File: src/rtl/link_ddr_downstream_rx.sv
// Receive end of the two-channel DDR link: pairs beats into core words, buffers them, returns credit tokens.
// Optional received-word statistics counter enabled by defining DDR_RX_STATS_EN.
module link_ddr_downstream_rx #(
    parameter int unsigned CHANNEL_WIDTH = 8,
    parameter int unsigned CORE_WIDTH    = 64,
    parameter int unsigned LG_FIFO_DEPTH = 3,
    parameter int unsigned TOKEN_DECIM   = 4
) (
    input  logic                         clk,
    input  logic                         rst,
    input  logic [1:0]                   io_valid_i,
    input  logic [2*CHANNEL_WIDTH-1:0]   io_data_pos_i,
    input  logic [2*CHANNEL_WIDTH-1:0]   io_data_neg_i,
    output logic                         core_valid_o,
    output logic [CORE_WIDTH-1:0]        core_data_o,
    input  logic                         core_yumi_i,
    output logic                         io_token_r_o,
    output logic                         overflow_o,
    output logic                         mismatch_o,
    output logic [15:0]                  rx_word_count_o
);

    localparam int unsigned CH_W   = 2 * CHANNEL_WIDTH;
    localparam int unsigned BEAT_W = 4 * CHANNEL_WIDTH;
    localparam int unsigned DEPTH  = 1 << LG_FIFO_DEPTH;
    localparam int unsigned CNT_W  = LG_FIFO_DEPTH + 1;
    localparam int unsigned TOK_W  = (TOKEN_DECIM > 1) ? $clog2(TOKEN_DECIM) : 1;

    typedef enum logic {
        LOW,
        HIGH
    } state_t;

    state_t                     state_r, state_nxt;
    logic [BEAT_W-1:0]          beat_c;
    logic [BEAT_W-1:0]          low_r;
    logic [CORE_WIDTH-1:0]      word_c;
    logic                       beat_ok_c;
    logic                       mismatch_c;
    logic                       low_load_c;
    logic                       enq_req_c;
    logic                       full_c;
    logic                       deq_c;
    logic                       enq_c;

    logic [CORE_WIDTH-1:0]      mem_r [DEPTH];
    logic [LG_FIFO_DEPTH-1:0]   wr_ptr_r, rd_ptr_r;
    logic [CNT_W-1:0]           count_r;
    logic [TOK_W-1:0]           tok_cnt_r;
    logic                       tok_wrap_c;

    // Beat layout: ch0 pos, ch0 neg, ch1 pos, ch1 neg from LSB upward
    assign beat_c = {io_data_neg_i[CH_W-1:CHANNEL_WIDTH], io_data_pos_i[CH_W-1:CHANNEL_WIDTH],
                     io_data_neg_i[CHANNEL_WIDTH-1:0],    io_data_pos_i[CHANNEL_WIDTH-1:0]};
    assign word_c     = {beat_c, low_r};
    assign beat_ok_c  = (io_valid_i == 2'b11);
    assign mismatch_c = ^io_valid_i;

    always_ff @(posedge clk) begin
        if (rst) begin
            state_r <= LOW;
            low_r   <= '0;
        end else begin
            state_r <= state_nxt;
            if (low_load_c) low_r <= beat_c;
        end
    end

    // Assembler next state: a mismatched beat counts as no beat
    always_comb begin
        state_nxt  = state_r;
        low_load_c = 1'b0;
        enq_req_c  = 1'b0;
        case (state_r)
            LOW: begin
                if (beat_ok_c) begin
                    low_load_c = 1'b1;
                    state_nxt  = HIGH;
                end
            end
            HIGH: begin
                if (beat_ok_c) begin
                    enq_req_c = 1'b1;
                    state_nxt = LOW;
                end
            end
            default: state_nxt = LOW;
        endcase
    end

    // A full FIFO still accepts when the head leaves in the same cycle
    assign full_c = (count_r == CNT_W'(DEPTH));
    assign deq_c  = core_yumi_i && (count_r != '0);
    assign enq_c  = enq_req_c && (!full_c || deq_c);

    always_ff @(posedge clk) begin
        if (rst) begin
            wr_ptr_r <= '0;
            rd_ptr_r <= '0;
            count_r  <= '0;
        end else begin
            if (enq_c) wr_ptr_r <= wr_ptr_r + LG_FIFO_DEPTH'(1);
            if (deq_c) rd_ptr_r <= rd_ptr_r + LG_FIFO_DEPTH'(1);
            case ({enq_c, deq_c})
                2'b10:   count_r <= count_r + CNT_W'(1);
                2'b01:   count_r <= count_r - CNT_W'(1);
                default: count_r <= count_r;
            endcase
        end
    end

    always_ff @(posedge clk) begin
        if (enq_c) mem_r[wr_ptr_r] <= word_c;
    end

    assign core_valid_o = (count_r != '0);
    assign core_data_o  = core_valid_o ? mem_r[rd_ptr_r] : '0;

    assign tok_wrap_c = deq_c && (tok_cnt_r == TOK_W'(TOKEN_DECIM - 1));

    always_ff @(posedge clk) begin
        if (rst) begin
            tok_cnt_r    <= '0;
            io_token_r_o <= 1'b0;
            overflow_o   <= 1'b0;
            mismatch_o   <= 1'b0;
        end else begin
            if (deq_c) tok_cnt_r <= tok_wrap_c ? '0 : tok_cnt_r + TOK_W'(1);
            if (tok_wrap_c) io_token_r_o <= ~io_token_r_o;
            if (enq_req_c && !enq_c) overflow_o <= 1'b1;
            if (mismatch_c) mismatch_o <= 1'b1;
        end
    end

`ifdef DDR_RX_STATS_EN
    logic [15:0] rx_cnt_r;

    always_ff @(posedge clk) begin
        if (rst) rx_cnt_r <= '0;
        else if (enq_c && (rx_cnt_r != 16'hFFFF)) rx_cnt_r <= rx_cnt_r + 16'd1;
    end

    assign rx_word_count_o = rx_cnt_r;
`else
    assign rx_word_count_o = 16'd0;
`endif

    // Dequeue from an empty FIFO is a core protocol error
    assert property (@(posedge clk) disable iff (rst) core_yumi_i |-> core_valid_o)
        else $error("core_yumi_i asserted while core_valid_o is low");

endmodule

File: config.mk
export PLATFORM = sky130hd
export DESIGN_NAME = link_ddr_downstream_rx
export DESIGN_NICKNAME = d
export VERILOG_FILES = /design/src/rtl/link_ddr_downstream_rx.sv
export SDC_FILE = /design/constraint.sdc
export NUM_CORES = 1
export LEC_CHECK = 0
export BUFFER_PORTS_ARGS = -buffer_cell sky130_fd_sc_hd__buf_2
export CAP_MARGIN = 20
export CORE_MARGIN = 5
export CORE_UTILIZATION = 30
export DETAILED_ROUTE_END_ITERATION = 6
export RECOVER_POWER = 25
export SYNTH_ARGS = -nofsm -noshare
export SYNTH_HDL_FRONTEND = slang
export SYNTH_SLANG_ARGS = --single-unit
File: constraint.sdc
create_clock -name clk -period 10.96 [get_ports clk]
set_input_delay 2.192 -clock clk [delete_from_list [all_inputs] [get_ports clk]]
set_output_delay 2.192 -clock clk [all_outputs]
set_load 0.02 [all_outputs]
==> flow_summary.json <==
{
  "status": "complete, no violations",
  "post-cts-setup-buffer-count": 0,
  "ys_seq_area_share_pct": 75.97,
  "cts.reportedPaths.clkPinSlew_ps": 60,
  "crit_family": "buffers and inverters",
  "netlist_instances": 1040,
  "irDropWorstVdd_uv": 138.1,
  "synth.yosys.warnings": 0,
  "drt_pass1_iterations": 5,
  "fraction_of_post_synthesis_cell_area_in_the_top_cell_type_by_area_pct": 71.24,
  "postLayoutCoreUtil_pct": 35.03,
  "grt_usage_pct": 11.97,
  "required_ps": 8770,
  "synth_enable_flop_cells": 512,
  "path_max_fanout": 58,
  "floorplan.rows": 98,
  "layout-area-overhead-vs-synth_pct": 15.83,
  "final_setup_margin_ps": 4890,
  "die_wd_um": 278.2,
  "cp_slowest_cell": "sky130_fd_sc_hd__buf_4",
  "regArea_um2": 16410,
  "final_antenna_net_count": 0,
  "dp_worst_setup_slack_ps": 5424,
  "synth_cell_types": 38,
  "holdBufCountCts": 0,
  "slew-limit-headroom_pct": 36.23,
  "cp_num_cells": 6,
  "num-fill-cells": 6717,
  "reg2reg_slack_ps": 7810,
  "timing.setup.critical_path_class": "reg2out",
  "drt_first_iter_violations": 659,
  "core_region_area_um2": 71360,
  "synthMostInstantiatedCell": "sky130_fd_sc_hd__edfxtp_1",
  "route.detailed.drc": 0,
  "cts_resized": 0,
  "floorplan.initialDensity_pct": 30.24,
  "cts_inserted_buffers": 57,
  "post_route_clock_period_utilization_pct": 55.38,
  "fmax_ghz": 0.1648,
  "critical_path_cell_by_cell": "buf_4, buf_4, mux4_2, mux2i_1, nor2_1, buf_2",
  "first_global_vias": 10960,
  "timing_max_transition_violations_final": 0,
  "synth-seq-cells": 563,
  "synth_flop_cell": "sky130_fd_sc_hd__edfxtp_1",
  "timing.critical_path.from_type": "flip-flop",
  "area_contributors_post_synth": "sky130_fd_sc_hd__edfxtp_1 (71%), sky130_fd_sc_hd__mux4_2 (13%), sky130_fd_sc_hd__dfxtp_1 (4.7%), sky130_fd_sc_hd__mux2i_1 (4.5%), sky130_fd_sc_hd__nor2_1 (2.0%)",
  "tightest_slew_ps": 956.6,
  "maximum_number_of_pins_on_one_net_before_global_route_repair": 59,
  "die-area_um2": 77400,
  "setup_total_negative_slack_ps": 0,
  "overflow": 0,
  "r2r_start": "state_r",
  "rr_endpoint": "mem_r[5][48]",
  "timing.critical_path.slowest_cell_delay_ps": 820,
  "synth-async-reset-ratio_pct": 0,
  "timing.final.crit_period_ps": 6070,
  "whs_endpoint": "tok_cnt_r[1]",
  "portBuffers": 104,
  "yosys-top-cells-count": "sky130_fd_sc_hd__edfxtp_1 (512), sky130_fd_sc_hd__mux4_2 (128), sky130_fd_sc_hd__nor2_1 (114)",
  "hold_path.class": "reg2reg",
  "gp_congestion": 0.6759,
  "area_of_the_multi_input_gates_um2": 4898,
  "rsz_0062_raised_after_global_routing": "false",
  "routed_via_density": 4.596,
  "fin_worst_skew_ps": 25.36,
  "synth_area_um2": 21580,
  "via_count": 9965,
  "drive_above_1_share_pct": 28.27,
  "timing.critical_path.buf_inv": 3,
  "clock_tree_from_tritoncts": "yes",
  "wl_per_cell_um": 21.56,
  "finish.net_count": 1216,
  "critical_path.most_common_cell": "sky130_fd_sc_hd__buf_4",
  "cts_buffer_depth": 3,
  "post_synthesis_cell_type_with_the_largest_combined_area": "sky130_fd_sc_hd__edfxtp_1",
  "post-dp-hpwl_mm": 24.88,
  "root_buffer_selected_by_cts": "sky130_fd_sc_hd__clkbuf_16",
  "critical_path_arrival_ps": 3880,
  "finalHoldViolations": 0,
  "critical_path.endpoint_type": "output port",
  "cellPowerDensity_nw_per_um2": 212.2,
  "whs_path_depth": 2,
  "antenna_found_initial": 1,
  "synth.avg_cell_area_um2": 20.75,
  "clock_latency_ps": 600,
  "min_from": "tok_cnt_r[1]",
  "clkSinkCount": 563,
  "reg2regPathDepth": 4,
  "ctsHtreeMaxLevel": 2,
  "grt_pass1_wl_mm": 71.10,
  "die_height_um": 278.2,
  "report.final.setup_viol": 0,
  "leakagePower_uw": 0.007886,
  "drt-total-wl_mm": 46.75,
  "maxCapViolCount": 0,
  "number_of_top_level_pins": 121
}
-- worst min-delay path, delay by kind of cell (launching register included) --
kind	cells	cell delay (ps)
AND/OR/NAND/NOR	1	50
flip-flops	1	310
AO/OA/AOI/OAI	1	50
-- layer usage --
metal  up-vias  wire length (µm)  global-route usage, %
met5         -                 0                      0
met4         0               957                  3.309
met3        56              1806                  1.896
met2       204             24070                  21.18
met1      5291             19910                  15.37
li1       4414                 -                      -
-- report_power, final --
| group | internal (µW) | switching [µW] | total (µW) |
|---|---|---|---|
| combinational | 373 | 676 | 1050 |
| sequential | 2360 | 49.4 | 2410 |
| clock | 1060 | 787 | 1840 |
| total | 3790 | 1510 | 5310 |
-- state kept, by name, summed over array words and instances, names as in the netlist, named ones only --
| register | flops |
|---|---|
| low_r | 32 |
| wr_ptr_r | 3 |
| count_r | 4 |
| mem_r | 512 |
| rd_ptr_r | 3 |
| io_token_r_o | 1 |
| mismatch_o | 1 |
| overflow_o | 1 |
| tok_cnt_r | 2 |
| state_r | 1 |
-- layout make-up --
cell class                 count  area share [%]
sequential                   563           65.63
multi-input combinational    417           19.59
clock buffer                  78           6.181
tap                          950           4.755
timing repair buffer         125           2.768
clock inverter                28          0.9710
inverter                       6         0.09009
antenna                        1         0.01001
-- cells in the final DEF, fill, tap and decap left out, types with 2 or more instances in the layout --
cell and n:
sky130_fd_sc_hd__nand2_1 5, sky130_fd_sc_hd__conb_1 16, sky130_fd_sc_hd__xnor2_1 3, sky130_fd_sc_hd__a31oi_1 3, sky130_fd_sc_hd__nand2b_1 3, sky130_fd_sc_hd__nor2_1 111, sky130_fd_sc_hd__clkbuf_8 4, sky130_fd_sc_hd__a21oi_1 4
sky130_fd_sc_hd__dfxtp_4 3, sky130_fd_sc_hd__clkinv_1 12, sky130_fd_sc_hd__clkbuf_16 57, sky130_fd_sc_hd__nor2_4 4, sky130_fd_sc_hd__ha_1 7, sky130_fd_sc_hd__clkbuf_1 22, sky130_fd_sc_hd__edfxtp_1 512, sky130_fd_sc_hd__mux4_2 128
sky130_fd_sc_hd__inv_1 5, sky130_fd_sc_hd__nor3_2 4, sky130_fd_sc_hd__nand3_1 7, sky130_fd_sc_hd__xor2_1 5, sky130_fd_sc_hd__dfxtp_1 48, sky130_fd_sc_hd__bufinv_16 3, sky130_fd_sc_hd__o211ai_1 2, sky130_fd_sc_hd__mux2i_1 98
sky130_fd_sc_hd__clkinv_2 9, sky130_fd_sc_hd__buf_4 20, sky130_fd_sc_hd__buf_2 99
-- metrics by stage --
stage | total power (µW) | area [µm²] | instances | hold WS [ps]
after floorplan | 3168 | 21640 | 1055 | 440.0
after global placement | 3538 | 23190 | 2060 | 447.5
after detailed placement | 3551 | 23190 | 2060 | 454.0
after CTS | 5409 | 24980 | 2166 | 461.9
after global routing | 5566 | 25000 | 2168 | 505.2
final | 5306 | 25000 | 2168 | 459.6
-- cells by family after synthesis --
family / count (synthesis) / share of synthesized area [%]
muxes: 226 / 17.90
buffers and inverters: 75 / 1.902
xor gates and xnor gates: 8 / 0.3247
and+or+nand+nor: 143 / 2.748
AOI/OAI and AO/OA: 15 / 0.5798
DFF: 563 / 75.97
other: 1 / 0.01738
adders and majority gates: 9 / 0.5566
-- worst max path at each step --
stage	start	to
2_1_floorplan	io_valid_i[0]	mem_r[0][0]
3_3_place_gp	flip-flop	core_data_o[2]
3_5_place_dp	flip-flop	core_data_o[2]
4_1_cts	flip-flop	core_data_o[2]
5_1_grt	flip-flop	core_data_o[2]
6_report	flip-flop	core_data_o[2]
Note: power is estimated with default switching activity, not from simulation.
